**src/rtl/sd_rx_drain_ctrl.sv**
```systemverilog
`default_nettype none
// ============================================================================
// Module   : sd_rx_drain_ctrl
// Brief    : Drains the SD receive FIFO into memory, one req/ack write per word.
// Revision : 1.0 - initial release
// ============================================================================
module sd_rx_drain_ctrl #(
    parameter int AW = 32,
    parameter int CW = 16
) (
    input  logic          rclk,
    input  logic          rst,
    input  logic          start,
    input  logic          abort,
    input  logic [AW-1:0] base_addr,
    input  logic [CW-1:0] word_cnt,
    input  logic          fifo_empty,
    input  logic          fifo_full,
    input  logic [31:0]   fifo_q,
    output logic          fifo_rd,
    output logic          m_req,
    output logic [AW-1:0] m_addr,
    output logic [31:0]   m_data,
    input  logic          m_ack,
    output logic          busy,
    output logic          done,
    output logic          overrun,
    output logic [CW-1:0] words_left
);

    localparam logic [2:0] c_IDLE  = 3'd0;
    localparam logic [2:0] c_FETCH = 3'd1;
    localparam logic [2:0] c_LATCH = 3'd2;
    localparam logic [2:0] c_WRITE = 3'd3;
    localparam logic [2:0] c_DONE  = 3'd4;

    logic [2:0]    r_state;
    logic [2:0]    w_next;
    logic [AW-1:0] r_addr;
    logic [CW-1:0] r_left;
    logic [31:0]   r_data;
    logic          r_overrun;
    logic          w_load;
    logic          w_wr_accept;

    assign w_load      = (r_state == c_IDLE) && start;
    assign w_wr_accept = (r_state == c_WRITE) && m_ack;

    always_ff @(posedge rclk or posedge rst) begin
        if (rst) begin
            r_state <= c_IDLE;
        end else begin
            r_state <= w_next;
        end
    end

    always_comb begin
        w_next = r_state;
        case (r_state)
            c_IDLE: begin
                if (start) begin
                    w_next = (word_cnt == '0) ? c_DONE : c_FETCH;
                end
            end
            c_FETCH: begin
                if (!fifo_empty) begin
                    w_next = c_LATCH;
                end
            end
            c_LATCH: w_next = c_WRITE;
            c_WRITE: begin
                if (m_ack) begin
                    w_next = (r_left == CW'(1)) ? c_DONE : c_FETCH;
                end
            end
            c_DONE:  w_next = c_IDLE;
            default: w_next = c_IDLE;
        endcase
        // Abort wins over every transition out of a busy state.
        if (abort && (r_state != c_IDLE)) begin
            w_next = c_IDLE;
        end
    end

    always_comb begin
        fifo_rd = (r_state == c_FETCH) && !fifo_empty;
        m_req   = (r_state == c_WRITE);
        busy    = (r_state != c_IDLE);
        done    = (r_state == c_DONE);
    end

    // An ack coinciding with abort still advances addr/left.
    always_ff @(posedge rclk or posedge rst) begin
        if (rst) begin
            r_addr    <= '0;
            r_left    <= '0;
            r_data    <= '0;
            r_overrun <= 1'b0;
        end else begin
            if (w_load) begin
                r_addr    <= {base_addr[AW-1:2], 2'b00};
                r_left    <= word_cnt;
                r_overrun <= 1'b0;
            end else begin
                if ((r_state != c_IDLE) && fifo_full) begin
                    r_overrun <= 1'b1;
                end
                if (r_state == c_LATCH) begin
                    r_data <= fifo_q;
                end
                if (w_wr_accept) begin
                    r_addr <= r_addr + AW'(4);
                    r_left <= r_left - CW'(1);
                end
            end
        end
    end

    assign m_addr     = r_addr;
    assign m_data     = r_data;
    assign overrun    = r_overrun;
    assign words_left = r_left;

endmodule
`default_nettype wire

```
**config.mk**
```make
export PLATFORM = sky130hd
export DESIGN_NAME = sd_rx_drain_ctrl
export DESIGN_NICKNAME = d
export VERILOG_FILES = /design/src/rtl/sd_rx_drain_ctrl.sv
export SDC_FILE = /design/constraint.sdc
export NUM_CORES = 1
export LEC_CHECK = 0
export CAP_MARGIN = 30
export CORE_AREA = 5 5 115 85
export CTS_CLUSTER_SIZE = 25
export DETAILED_ROUTE_END_ITERATION = 7
export DIE_AREA = 0 0 120 90
export DONT_BUFFER_PORTS = 1
export PLACE_DENSITY_LB_ADDON = 0.25
export SETUP_SLACK_MARGIN = 0.3
export SLEW_MARGIN = 5
export SYNTH_ARGS = -nofsm -noshare
export SYNTH_HDL_FRONTEND = slang
export SYNTH_SLANG_ARGS = --single-unit
export TNS_END_PERCENT = 10
```
**constraint.sdc**
```tcl
create_clock -name rclk -period 5.9 [get_ports rclk]
set_input_delay 0.885 -clock rclk [delete_from_list [all_inputs] [get_ports rclk]]
set_output_delay 0.885 -clock rclk [all_outputs]
set_load 0.03 [all_outputs]
```
==> flow_metrics.py <==
metrics = {
    "timing": {
        "slew_viol_final": 0,
        "rsz0062_at_grt": "false",
        "period_share_pct": 46.1,
        "fin_tns_setup_ns": 0,
        "holdWs_ns": 0.545,
        "layout_min_cycle_time_ns": 2.72,
        "setup_viol": 0,
        "max_slew_margin_pct": 33.3,
        "hold_viol_final": 0,
        "tightest_slew_ns": 0.999,
        "fin_skew_ns": 0.00738,
        "fmax_mhz": 368,
    },
    "floorplanning": {
        "ioPinCount": 172,
        "row_count": 29,
        "core_area_sq_um": 8670,
        "die_y_um": 90,
        "fp.dieW_um": 120,
        "initial_core_util_pct": 47.6,
        "die_area_sq_um": 10800,
    },
    "detailed_routing": {
        "via_per_inst": 6.32,
        "drtIter0Drc": 206,
        "drc": 0,
        "wl_um": 11000,
        "firstDrtPassIters": 5,
        "post_drt_wl_per_cell_um": 21.4,
        "ant_nets": 0,
        "vias": 3262,
    },
    "clocking": {
        "htreeDepth": 3,
        "post-cts-setup-buffers": 0,
        "clkTransAtPathRegs_ns": 0.06,
        "cts_resized": 0,
        "clockBufferDepth": 2,
        "cts_tree": "built",
        "clock_latency_ns": 0.33,
        "cts_hold_buf": 0,
        "ctsRootBufferMaster": "clkbuf_16",
        "clock-sinks": 82,
        "cts_made_buffers": 9,
    },
    "global_routing": {
        "groute.usage.overall_pct": 20.3,
        "antenna_found_initial": 0,
        "overflow": 0,
        "grt_pass1_vias": 3209,
        "grt_pass1_wl_um": 17600,
        "grt_max_degree": 57,
    },
    "setup_path": {
        "cp.required_ns": 5.02,
        "cp-start-kind": "flop",
        "path_class": "flop to primary output",
        "crit_fanout": 15,
        "cp-end-kind": "primary output",
        "cp.arrival_ns": 1.84,
    },
    "synth": {
        "synth_mux_area_share_pct": 9.45,
        "yosysSeqAreaShare_pct": 49.7,
        "yosysWarningCount": 0,
        "synthesis.area_sq_um": 4130,
        "yosys.area_share.simple_pct": 22.0,
        "synth_top_family_by_area": "simple AND/OR/NAND/NOR gates",
        "avgSynthCellArea_sq_um": 10.1,
        "post_synth_num_cell_types": 50,
        "syn_inst": 408,
        "synth_compound_area_share_pct": 12.1,
        "ys_ff_latch": 82,
        "synthAdderAreaFrac_pct": 0.909,
        "synth_xor_area_share_pct": 2.55,
    },
    "power_and_ir_drop": {
        "p_leak_nw": 1.82,
        "p_per_area_nw_per_um2": 635,
        "vdd_drop_max_mv": 0.254,
        "power_w": 0.00287,
    },
    "status": {
        "outcome": "completed",
    },
    "placement": {
        "dp_hpwl_um": 8120,
        "gp_congestion": 0.791,
        "io_buffers": 0,
    },
    "final_layout": {
        "finish.utilization_pct": 52.2,
        "final_common_cell": "dfrtp_1",
        "fin_nets": 493,
        "layout_common_cells": "dfrtp_1, nand2_1, mux2_2",
        "drive_above_1_share_pct": 14.7,
        "syn_to_final_growth_pct": 9.58,
        "diodes": 0,
    },
    "worst_hold_path": {
        "min_path_type": "input pin to async pin",
    },
    "flow_run": {
        "cap_violations": 0,
    },
}
[cell usage after synthesis, drive strengths merged]
library cell	instances	area [sq um]
or4	10	75.1
nor3	9	45.0
and3	4	25.0
or2	1	6.26
xnor2	7	61.3
buf	12	68.8
or4b	1	10.0
nand4	11	68.8
a22oi	4	30.0
nand4b	1	23.8
conb	1	3.75
a311oi	1	8.76
nor2b	1	6.26
mux2i	3	30.0
and4	1	8.76
o221ai	1	8.76
nor3b	4	30.0
nor2	18	67.6
dfrtp	82	2050
a31oi	3	18.8
o2bb2ai	1	8.76
a21oi	12	60.1
o21a	1	7.51
nor4	13	103
a41oi	1	8.76
clkbuf	9	33.8
a221o	3	30.0
or2b	1	7.51
a221oi	1	8.76
and4b	1	10.0
and2	4	25.0
a21o	2	15.0
and3b	1	8.76
o22ai	1	6.26
or3	3	18.8
o311ai	11	96.3
mux2	32	360
o211ai	13	97.6
inv	8	30.0
xor2	5	43.8
ha	3	37.5
o21ai	19	95.1
nand3	28	140
nand2	60	228
[metal layers]
metal	vias up	global-route usage (%)	share of wire [%]
li1	1511	-	-
met1	1593	27.4	42
met2	143	30.3	47
met3	15	7.97	9.8
met4	0	5.62	1.2
met5	-	0	0
[path summary, 6_finish.rpt]
path	startpoint	to	slack (ns)	depth (start not counted)
min	rst	m_data[12]	0.54	2
min reg2reg	r_state[2]	r_state[1]	0.68	1
min in group rclk	abort	r_state[1]	0.63	1
max reg2reg	r_state[0]	words_left[13]	3.22	5
max in group asynchronous	rst	m_addr[13]	4.76	3
max	r_state[0]	fifo_rd	3.18	2
[registers in the layout (all words and copies together), names as in the netlist]
signal,cells
m_addr,30
m_data,32
words_left,16
overrun,1
r_state,3
[final cells by class]
type	count	area, sq um
inverter	8	31.3
tap	108	135
multi-input combinational	298	1950
clock inverter	7	76.3
clock buffer	9	225
timing repair buffer	4	50.0
fill	782	4150
sequential	82	2050
[kinds of logic (layout without fill, tap and decap cells)]
| kind of cell | after synthesis | count (layout) |
|---|---|---|
| AND/OR/NAND/NOR | 172 | 172 |
| flip-flops | 82 | 82 |
| AO/OA/AOI/OAI | 74 | 74 |
| multiplexers | 35 | 35 |
| buffers and inverters | 29 | 28 |
| XOR/XNOR | 12 | 12 |
| adder cells (fa/ha/maj) | 3 | 3 |
| other | 1 | 2 |
[metrics by stage]
| step | worst slack, ns | cells | cell area, sq um |
|---|---|---|---|
| after floorplan | 2.91 | 409 | 4130 |
| after global placement | 3.11 | 499 | 4200 |
| after detailed placement | 3.09 | 500 | 4220 |
| after CTS | 3.16 | 516 | 4520 |
| after global routing | 3.03 | 516 | 4520 |
| final | 3.18 | 516 | 4520 |
[critical path, cell delays in order (launching register included)]
cell and delay [ns]:
dfrtp_1 0.65, nor3b_1 0.30, nor2b_1 0.55
[report_power, final]
part	internal, W	total [W]	switching [W]
clock	0.000332	0.000568	0.000237
sequential	0.000823	0.00170	0.000882
combinational	0.000282	0.000599	0.000317
Power figures use the tool's default switching activity.
